$ cat src/rtl/alu181_nslice.sv
// Registered, bit-serial-by-slice 181-type ALU: SLICE bits per clock, carry held between slices,
// result published atomically into an accumulator register f that can be fed back as operand B.
`timescale 1ns/1ps
module alu181_nslice #(
  parameter int WIDTH = 16,
  parameter int SLICE = 4
) (
  input  logic             clk,
  input  logic             rst,
  input  logic             start,
  input  logic [WIDTH-1:0] a,
  input  logic [WIDTH-1:0] b,
  input  logic             use_acc,
  input  logic [3:0]       s,
  input  logic             m,
  input  logic             cin,
  output logic             busy,
  output logic             done,
  output logic [WIDTH-1:0] f,
  output logic             cout,
  output logic             eq,
  output logic             ovf
);

  localparam int N  = WIDTH / SLICE;
  localparam int KW = (N > 1) ? $clog2(N) : 1;

  localparam logic [0:0] IDLE = 1'b0;
  localparam logic [0:0] RUN  = 1'b1;

  logic [0:0]       state_reg;
  logic [KW-1:0]    k_reg;
  logic [WIDTH-1:0] a_reg, b_reg, shadow_reg, f_reg;
  logic [3:0]       s_reg;
  logic             m_reg, carry_reg, done_reg, cout_reg, ovf_reg;

  logic [SLICE-1:0] a_sl, b_sl, x_sl, y_sl, res_sl;
  logic [SLICE:0]   sum_sl;
  logic [WIDTH-1:0] shadow_next;
  logic             carry_next, msb_carry_in, last_slice;

  assign a_sl = a_reg[int'(k_reg)*SLICE +: SLICE];
  assign b_sl = b_reg[int'(k_reg)*SLICE +: SLICE];

  genvar gi;
  generate
    for (gi = 0; gi < SLICE; gi++) begin : g_bit
      assign x_sl[gi] = a_sl[gi] | (b_sl[gi] & s_reg[0]) | (~b_sl[gi] & s_reg[1]);
      assign y_sl[gi] = (a_sl[gi] & ~b_sl[gi] & s_reg[2]) | (a_sl[gi] & b_sl[gi] & s_reg[3]);
    end
  endgenerate

  assign sum_sl     = {1'b0, x_sl} + {1'b0, y_sl} + {{SLICE{1'b0}}, carry_reg};
  assign res_sl     = m_reg ? ~(x_sl ^ y_sl) : sum_sl[SLICE-1:0];
  assign carry_next = m_reg ? 1'b0 : sum_sl[SLICE];
  // Carry into the top bit recovered from its sum bit: c_in = x ^ y ^ sum.
  assign msb_carry_in = x_sl[SLICE-1] ^ y_sl[SLICE-1] ^ sum_sl[SLICE-1];
  assign last_slice   = (k_reg == KW'(N - 1));

  always_comb begin
    shadow_next = shadow_reg;
    shadow_next[int'(k_reg)*SLICE +: SLICE] = res_sl;
  end

  always_ff @(posedge clk) begin
    if (rst) begin
      state_reg <= IDLE;
      k_reg     <= '0;
      carry_reg <= 1'b0;
      f_reg     <= '0;
      done_reg  <= 1'b0;
      cout_reg  <= 1'b0;
      ovf_reg   <= 1'b0;
    end else begin
      done_reg <= 1'b0;
      case (state_reg)
        IDLE: begin
          if (start) begin
            a_reg     <= a;
            b_reg     <= use_acc ? f_reg : b;
            s_reg     <= s;
            m_reg     <= m;
            carry_reg <= cin & ~m;
            k_reg     <= '0;
            state_reg <= RUN;
          end
        end
        RUN: begin
          shadow_reg <= shadow_next;
          carry_reg  <= carry_next;
          k_reg      <= k_reg + 1'b1;
          if (last_slice) begin
            // Publish the whole word at once so f never shows a partial result.
            f_reg     <= shadow_next;
            cout_reg  <= carry_next;
            ovf_reg   <= ~m_reg & (msb_carry_in ^ sum_sl[SLICE]);
            done_reg  <= 1'b1;
            k_reg     <= '0;
            state_reg <= IDLE;
          end
        end
        default: state_reg <= IDLE;
      endcase
    end
  end

  assign busy = (state_reg == RUN);
  assign done = done_reg;
  assign f    = f_reg;
  assign cout = cout_reg;
  assign ovf  = ovf_reg;
  assign eq   = &f_reg;

endmodule

$ cat config.mk
export PLATFORM = sky130hd
export DESIGN_NAME = alu181_nslice
export DESIGN_NICKNAME = d
export VERILOG_FILES = /design/src/rtl/alu181_nslice.sv
export SDC_FILE = /design/constraint.sdc
export NUM_CORES = 1
export LEC_CHECK = 0
export CORE_UTILIZATION = 54
export CTS_BUF_LIST = sky130_fd_sc_hd__clkbuf_8
export DETAILED_ROUTE_END_ITERATION = 6
export GPL_TIMING_DRIVEN = 1
export HOLD_SLACK_MARGIN = 0.1
export PLACE_DENSITY = 0.88
export SYNTH_ARGS = -nofsm -noshare
export SYNTH_HDL_FRONTEND = slang
export SYNTH_SLANG_ARGS = --single-unit
$ cat constraint.sdc
create_clock -name clk -period 5.7 [get_ports clk]
set_clock_uncertainty 0.2 [all_clocks]
set_input_delay 1.425 -clock clk [delete_from_list [all_inputs] [get_ports clk]]
set_output_delay 1.425 -clock clk [all_outputs]
set_load 0.01 [all_outputs]
==> results.json, run 1 <==
{
  "synth_enable_flop_cells": 53,
  "clk_path_buf_depth": 2,
  "outcome": "complete, no violations",
  "hold_start": "cout",
  "fin_total_pwr_mw": 1.17,
  "post_synth_inst_count": 247,
  "synth_sequential_area_ratio_pct": 59.6,
  "dpl_worst_slack_ns": 1.86,
  "report.final.hold_viol_count": 0,
  "p_per_area_nw_per_um2": 270,
  "cp_num_buf_inv": 2,
  "post_synth_num_cell_types": 35,
  "cts-root-buf": "clkbuf_8",
  "crit_path_slowest_cell": "dfxtp_1",
  "syn-cell-area_um2": 3440,
  "timing.final.crit_period_ns": 3.95,
  "vias_per_cell": 6.04,
  "cpPeakStageDelay_ns": 0.83,
  "fmax_ghz": 0.253,
  "antenna-diode-count": 0,
  "critical_path.endpoint_type": "register",
  "post_cts.resized_instances": 0,
  "crit-reg2reg-launch": "k_reg[0]",
  "count_of_maximum_capacitance_violations": 0,
  "detailroute.via_count": 2375,
  "criticalPathCategory": "register to register",
  "die_w_um": 81.8,
  "port_buf_inserts": 62,
  "residual_drc_count": 0,
  "layout-area-overhead-vs-synth_pct": 25.5,
  "dr.first_iter.drc_count": 169,
  "peakVddDrop_uv": 188,
  "tritoncts.num_buffers": 9,
  "routedLengthMet1_um": 3230,
  "path_cells": "mux4_1 -> mux2i_1 -> nor2b_1 -> inv_1 -> fa_1 -> inv_1 -> fa_1 -> mux2i_1 -> o22ai_1 -> a22o_1",
  "critPathTopFamily": "multiplexers",
  "antenna_found_initial": 0,
  "number_of_global_route_vias_before_repair": 2311,
  "holdBufCountCts": 0,
  "seq_power_share_pct": 53.5,
  "ios": 63,
  "dr_wl_met2_um": 3770,
  "rsz0062_at_grt": "no",
  "timing.hold.worst_endpoint": "cout",
  "number_of_synthesized_register_bits": 76,
  "cts.reportedPaths.clkPinSlew_ns": 0.08,
  "kind_of_launch_point_of_the_worst_setup_path": "register",
  "grt_pass1_wl_um": 11600,
  "die_area_um2": 6700,
  "power.share.clock_pct": 34.3,
  "max_slew.worst_pin.slew_ns": 0.928,
  "placement.cell_area_um2": 4130,
  "drive_above_1_share_pct": 12.9,
  "post-route-period-util_pct": 69.2,
  "grt_remaining_overflow": 0,
  "pnr_worst_setup_slack_ns": 1.75,
  "floorplan.die.height_um": 81.8,
  "cell_internal_pwr_mw": 0.883,
  "synth_async_sr_flop_share_pct": 0,
  "final_util_pct": 71.7,
  "timing.final.max_slew_violations": 0,
  "number_of_placement_rows": 28,
  "clock_tree.htree_level_count": 3,
  "final_cell_area_um2": 4320,
  "detailed_place_hpwl_um": 5530,
  "post-cts-setup-buffer-count": 0,
  "crit_path_max_fo": 16,
  "drtPass1Iterations": 5,
  "finalNetCount": 367,
  "core_area_um2": 6030,
  "reg2reg_end": "f[5]",
  "critical_path_arrival_ns": 3.99,
  "max-slew-margin-rel_pct": 38.1,
  "total_switching_power_mw": 0.282,
  "report.final.setup_viol": 0,
  "detailroute.wirelength.met3_um": 538,
  "ys_dominant_reg_cell": "edfxtp_1",
  "cp_data_required_time_ns": 5.75,
  "power_frac_comb_pct": 12.2,
  "power.switching_fraction_pct": 24.2,
  "worst_skew_pair_later_pin_latency_ns": 0.35,
  "clock_sinks": 76,
  "top_layer_used": "met4",
  "hold_path_depth": 2,
  "initial_core_util_pct": 57.1,
  "detail_route.wl_per_cell_um": 19.8,
  "hold_class": "register to register",
  "syn_nets": 301,
  "leakage_nw": 1.61,
  "timing.setup.tns_ns": 0,
  "totalWireLength_um": 7760,
  "tritoncts": "done",
  "grt_max_degree": 38,
  "ys_warn_count": 0,
  "worst-r2r-cell-count": 10,
  "timing.reg2reg.setup_slack_ns": 1.75,
  "gp_routability_congestion": 0.835,
  "detail-route-antenna-nets": 0,
  "synth.avg_cell_area_um2": 13.9,
  "groute.usage.overall_pct": 25.0
}
-- area by class of cell --
cell class | count | area (um^2)
fillers | 417 | 1710
well taps | 75 | 93.8
multi-input cells | 137 | 1250
inverters | 25 | 93.8
clock buffers | 9 | 124
repair buffers | 64 | 636
clock inverters | 7 | 68.8
flip-flops and latches | 76 | 2050
-- layout by cell type (no fill, tap or decap), types with 5 or more instances in the layout --
master	count
clkdlybuf4s50_1	62
edfxtp_1	53
inv_1	26
dfxtp_1	23
o22ai_1	17
mux2_2	17
a22o_1	12
ha_1	10
nor2b_1	9
nand2_1	9
clkbuf_8	9
mux4_1	7
mux2i_1	6
o31ai_1	6
a21oi_1	5
nor2_1	5
nand4_1	5
-- Yosys cell counts, drive strengths merged (2+ instances only) --
master	n	share of area (%)
a211o	3	0.76
o31a	4	1.0
clkbuf	2	0.22
mux2i	6	1.7
mux4	8	6.0
mux2	17	5.6
xor2	2	0.51
fa	2	1.2
inv	25	2.7
a22o	12	3.1
nand3	2	0.29
o31ai	6	1.3
ha	10	3.6
and2b	2	0.51
dfxtp	23	13
nand2	9	0.98
o22ai	17	3.1
buf	7	1.2
nand3b	3	0.65
nor2b	9	1.6
a21oi	6	0.98
edfxtp	53	46
nor3b	2	0.44
nand4	5	0.91
nor2	5	0.55
-- worst max-delay path by stage --
| stage | endpoint | from | slack (ns) | cells after the start |
|---|---|---|---|---|
| after floorplan | a_reg[0] | rst | 0.86 | 1 |
| after global placement | f[1] | k_reg[0] | 1.96 | 9 |
| after detailed placement | f[5] | k_reg[0] | 1.86 | 9 |
| after CTS | f[9] | k_reg[0] | 1.80 | 10 |
| after global routing | f[9] | k_reg[0] | 1.60 | 10 |
| final | f[5] | k_reg[0] | 1.75 | 10 |
-- tightest hold or removal path: stages, from the launching register on --
cell and delay [ns]:
dfxtp_1 0.33, nand2_1 0.05, o31ai_1 0.05
-- stage by stage --
stage               std cells  hold slack [ns]
global route              393            0.296
CTS                       393            0.268
global placement          377            0.234
detailed placement        377            0.249
finish                    393            0.260
floorplan                 247            0.280
-- routing by layer --
metal / global-route usage [%] / up-vias
met4: 14.2 / 0
met1: 33.8 / 1164
li1: - / 1074
met3: 4.00 / 21
met5: 0 / -
met2: 38.4 / 116
-- cell families (layout without fill, tap and decap cells) --
logic type | count (synthesis) | count (layout) | share of synthesized area (%)
buffers and inverters | 34 | 105 | 4.15
flip-flops | 76 | 76 | 59.6
AO/OA/AOI/OAI | 49 | 49 | 10.4
multiplexers | 31 | 31 | 13.3
adder cells (fa/ha/maj) | 12 | 12 | 4.80
AND/OR/NAND/NOR | 42 | 42 | 6.91
XOR/XNOR | 3 | 3 | 0.764
-- power by group through the flow --
stage               combinational, mW  clock, mW  sequential, mW
global placement                0.136          0           0.634
global route                    0.154      0.427           0.625
floorplan                      0.0890          0           0.629
CTS                             0.141      0.407           0.623
detailed placement              0.140          0           0.635
finish                          0.142      0.400           0.623
Power figures use the tool's default switching activity.
==> run 2: changes to the inputs <==
- CORE_UTILIZATION: 54 -> 49
- PLACE_DENSITY: 0.88 -> 0.84
- clock period: 5.7 -> 3.5 ns (I/O delays scaled with it)
==> run 2 against run 1 <==
  * Fmax up 19%
  * Final area up 2.0%
  * Wire length increased by 4.0%
==> results.json, run 2 (synthesis gave the netlist of run 1 again) <==
{
  "placement.cell_area_um2": 4190,
  "detail-route-antenna-nets": 0,
  "path_cells": "buf_4 -> mux4_1 -> a211o_1 -> fa_1 -> nor2_1 -> xor2_2 -> o22ai_1 -> a22o_1",
  "timing.setup.tns_ns": 0,
  "multi_input_gate_area_in_the_final_layout_um2": 1270,
  "mostFrequentLayoutCells": "clkdlybuf4s50_1, edfxtp_1, inv_1",
  "peakVddDrop_uv": 239,
  "hold_class": "register to register",
  "criticalPathCategory": "register to register",
  "seq_cell_area_um2": 2050,
  "p_per_area_nw_per_um2": 447,
  "crit_path_slowest_cell": "mux4_1",
  "detailed_place_hpwl_um": 5540,
  "cts-root-buf": "clkbuf_8",
  "number_of_placement_rows": 30,
  "post-route-period-util_pct": 95.0,
  "report.final.setup_viol": 0,
  "outcome": "complete, no violations",
  "layout-area-overhead-vs-synth_pct": 28.1,
  "vias_per_cell": 5.71,
  "tritoncts": "done",
  "detailroute.via_count": 2387,
  "fin_hold_ws_ns": 0.258,
  "drive_above_1_share_pct": 13.7,
  "fill_cells": 493,
  "drtPass1Iterations": 5,
  "final_util_pct": 64.9,
  "core_area_um2": 6790,
  "timing.reg2reg.setup_slack_ns": 0.18,
  "final_cell_area_um2": 4410,
  "fin_total_pwr_mw": 1.97,
  "finalNetCount": 371,
  "clock_sinks": 76,
  "groute.usage.overall_pct": 23.5,
  "tritoncts.num_buffers": 9,
  "final_cell_count_no_fill": 418,
  "critical_path.endpoint_type": "register",
  "layout_commonest_cell": "clkdlybuf4s50_1",
  "antenna_found_initial": 0,
  "dr.first_iter.drc_count": 229,
  "crit-reg2reg-launch": "k_reg[0]",
  "clock_tree.htree_level_count": 3,
  "dpl_worst_slack_ns": 0.137,
  "count_of_maximum_capacitance_violations": 0,
  "hold_path_depth": 2,
  "cpPeakStageDelay_ns": 0.71,
  "reg2reg_end": "f[10]",
  "post-cts-setup-buffer-count": 0,
  "timing.final.max_slew_violations": 0,
  "max-slew-margin-rel_pct": 49.9,
  "die_area_um2": 7360,
  "initial_core_util_pct": 50.6,
  "number_of_global_route_vias_before_repair": 2405,
  "grt_remaining_overflow": 0,
  "grt_pass1_wl_um": 12600,
  "max_slew.worst_pin.slew_ns": 0.749,
  "ios": 63,
  "numPlacedInstances": 402,
  "pnr_worst_setup_slack_ns": 0.176,
  "totalWireLength_um": 8080,
  "residual_drc_count": 0,
  "cts.reportedPaths.clkPinSlew_ns": 0.08,
  "critPathTopFamily": "compound AO/OA/AOI/OAI gates",
  "report.final.hold_viol_count": 0,
  "cp_num_buf_inv": 1,
  "worst-r2r-cell-count": 8,
  "die_w_um": 85.8,
  "crit_path_max_fo": 15,
  "detail_route.wl_per_cell_um": 19.3,
  "timing.hold.worst_endpoint": "ovf",
  "hold_start": "ovf",
  "critical_path_arrival_ns": 3.36,
  "kind_of_launch_point_of_the_worst_setup_path": "register",
  "cp_data_required_time_ns": 3.54,
  "port_buf_inserts": 62,
  "floorplan.die.height_um": 85.8,
  "clk_path_buf_depth": 2,
  "gp_routability_congestion": 0.808,
  "grt_max_degree": 38,
  "worst_skew_pair_later_pin_latency_ns": 0.35,
  "timing.final.crit_period_ns": 3.32,
  "antenna-diode-count": 0,
  "leakage_nw": 1.64,
  "rsz0062_at_grt": "no",
  "fmax_ghz": 0.301
}
==> run 2: layout make-up <==
class	instances	share of cell area, %
Clock inverter	7	1.87
Tap cell	96	2.73
Timing Repair Buffer	68	15.1
Multi-Input combinational cell	137	28.8
Inverter	25	2.13
Clock buffer	9	2.81
Sequential cell	76	46.6
==> run 2: routing by layer <==
metal	global-route usage [%]	vias to the layer above	part of all wire, %
li1	-	1083	-
met1	30.6	1166	42
met2	37.5	112	48
met3	7.31	26	7.5
met4	8.48	0	2.6
met5	0	-	0
==> run 2: what timing repair did <==
action,CTS,global route
resized for setup,0,2
endpoints found under the setup margin,0,2
hold buffers,0,0
==> run 2: how the worst max path moves through the flow <==
stage	startpoint	end	slack [ns]	cells after the start
2_1_floorplan	k_reg[0]	f[5]	0.34	9
3_3_place_gp	k_reg[0]	f[6]	0.19	10
3_5_place_dp	k_reg[0]	f[10]	0.14	10
4_1_cts	k_reg[0]	f[10]	0.10	8
5_1_grt	k_reg[0]	shadow_reg[15]	0.04	9
6_report	k_reg[0]	f[10]	0.18	8
==> run 2: power breakdown <==
group	internal (mW)	total [mW]	switching, mW
combinational	0.126	0.253	0.127
sequential	0.996	1.01	0.0126
clock	0.392	0.709	0.317
total	1.51	1.97	0.456
==> run 2: worst register-to-register path: stages, from the launching register on <==
cell     delay [ns]
dfxtp_1        0.34
buf_4          0.26
mux4_1         0.72
a211o_1        0.39
fa_1           0.47
nor2_1         0.20
xor2_2         0.27
o22ai_1        0.15
a22o_1         0.23
==> run 3: changes to the inputs <==
- REMOVE_ABC_BUFFERS: default -> 1
==> run 3 against run 2 <==
  * Wire length grew 1.5%
  * Via count shrank 0.59%
  * Register-to-register slack lost 0.05 ns
  * Sequential share of layout area grew 0.47 points
  * Final area shrank 0.99%
  * Non-clock buffer count is the same
  * Fmax shrank 1.5%
  * Critical path depth is the same
  * Combinational power grew 2%
  * Highest routed layer unchanged
==> results.json, run 3 (synthesis gave the netlist of run 1 again) <==
{
  "report.final.hold_viol_count": 0,
  "hold_class": "register to register",
  "ios": 63,
  "post-route-period-util_pct": 96.4,
  "layout_commonest_cell": "clkdlybuf4s50_1",
  "report.final.setup_viol": 0,
  "crit_path_max_fo": 15,
  "critical_path.endpoint_type": "register",
  "tritoncts": "done",
  "number_of_placement_rows": 30,
  "count_of_maximum_capacitance_violations": 0,
  "numPlacedInstances": 402,
  "number_of_global_route_vias_before_repair": 2306,
  "core_area_um2": 6790,
  "grt_remaining_overflow": 0,
  "finalNetCount": 371,
  "mostFrequentLayoutCells": "clkdlybuf4s50_1, edfxtp_1, inv_1",
  "clk_path_buf_depth": 2,
  "pnr_worst_setup_slack_ns": 0.124,
  "die_w_um": 85.8,
  "fin_hold_ws_ns": 0.256,
  "initial_core_util_pct": 50.6,
  "gp_routability_congestion": 0.782,
  "outcome": "complete, no violations",
  "grt_max_degree": 38,
  "cts.reportedPaths.clkPinSlew_ns": 0.08,
  "peakVddDrop_uv": 345,
  "totalWireLength_um": 8200,
  "residual_drc_count": 0,
  "post-cts-setup-buffer-count": 0,
  "vias_per_cell": 5.68,
  "worst_skew_pair_later_pin_latency_ns": 0.35,
  "grt_pass1_wl_um": 12600,
  "port_buf_inserts": 62,
  "criticalPathCategory": "register to register",
  "tritoncts.num_buffers": 9,
  "detail-route-antenna-nets": 0,
  "dpl_worst_slack_ns": 0.129,
  "p_per_area_nw_per_um2": 425,
  "leakage_nw": 1.62,
  "rsz0062_at_grt": "no",
  "clock_tree.htree_level_count": 3,
  "timing.final.crit_period_ns": 3.38,
  "max-slew-margin-rel_pct": 53.0,
  "cts-root-buf": "clkbuf_8",
  "fin_total_pwr_mw": 1.86,
  "clock_sinks": 76,
  "detail_route.wl_per_cell_um": 19.6,
  "critical_path_arrival_ns": 3.42,
  "timing.final.max_slew_violations": 0,
  "timing.setup.tns_ns": 0,
  "worst-r2r-cell-count": 8,
  "floorplan.die.height_um": 85.8,
  "antenna-diode-count": 0,
  "detailroute.via_count": 2373,
  "groute.usage.overall_pct": 23.6,
  "cp_data_required_time_ns": 3.55,
  "die_area_um2": 7360,
  "drive_above_1_share_pct": 14.6,
  "antenna_found_initial": 0,
  "fmax_ghz": 0.296,
  "final_cell_count_no_fill": 418,
  "max_slew.worst_pin.slew_ns": 0.702,
  "drtPass1Iterations": 6,
  "hold_path_depth": 2,
  "layout-area-overhead-vs-synth_pct": 26.8,
  "kind_of_launch_point_of_the_worst_setup_path": "register",
  "dr.first_iter.drc_count": 114,
  "detailed_place_hpwl_um": 5610
}
==> run 3: cell types whose count changed in the layout (fill, tap and decap cells not counted) <==
cell,delta
nor3b_2,+1
clkinvlp_4,+2
nor3b_4,-1
clkinv_1,-3
clkinv_2,+2
clkinv_4,+1
bufinv_16,-2
==> run 3: worst max-delay path, stage by stage, from the launching register on <==
cell	delay [ns]
dfxtp_1	0.36
buf_4	0.26
mux4_1	0.69
a211o_1	0.39
fa_1	0.48
nor2_1	0.20
xor2_2	0.28
o22ai_1	0.17
a22o_1	0.23
==> run 3: what timing repair did <==
item	4_1_cts	5_1_grt
endpoints found under the setup margin	0	12
hold endpoints to repair	0	0
resized for setup	0	2
hold buffers	0	0
==> run 3: layout make-up <==
class	count	area (um^2)
sequential	76	2050
timing repair buffer	68	666
fill	505	2430
clock buffer	9	124
inverter	25	93.8
multi-input combinational	137	1260
tap	96	120
clock inverter	7	45.0
==> run 3: worst paths after layout <==
kind                               start    to  slack [ns]
worst max register to register  k_reg[0]  f[2]        0.12
worst max-delay path            k_reg[0]  f[2]        0.12
worst min-delay path                cout  cout        0.26
worst min register to register      cout  cout        0.26
==> run 3: metal layers <==
layer  global-route usage [%]  share of wire, %
met1                     31.7                42
met2                     38.9                51
met3                     5.58               6.1
met4                     6.36               1.1
met5                        0                 0
==> run 3: where the power goes <==
part	internal [mW]	switching, mW
combinational	0.126	0.131
clock	0.253	0.338
sequential	0.995	0.0121
total	1.37	0.481
==> run 3: per-stage QoR <==
step / util, % / instance area (um^2)
after floorplan: - / 3390
after global placement: 61.6 / 4180
after detailed placement: 61.6 / 4180
after CTS: 64.1 / 4350
after global routing: 64.2 / 4360
final: 64.2 / 4360
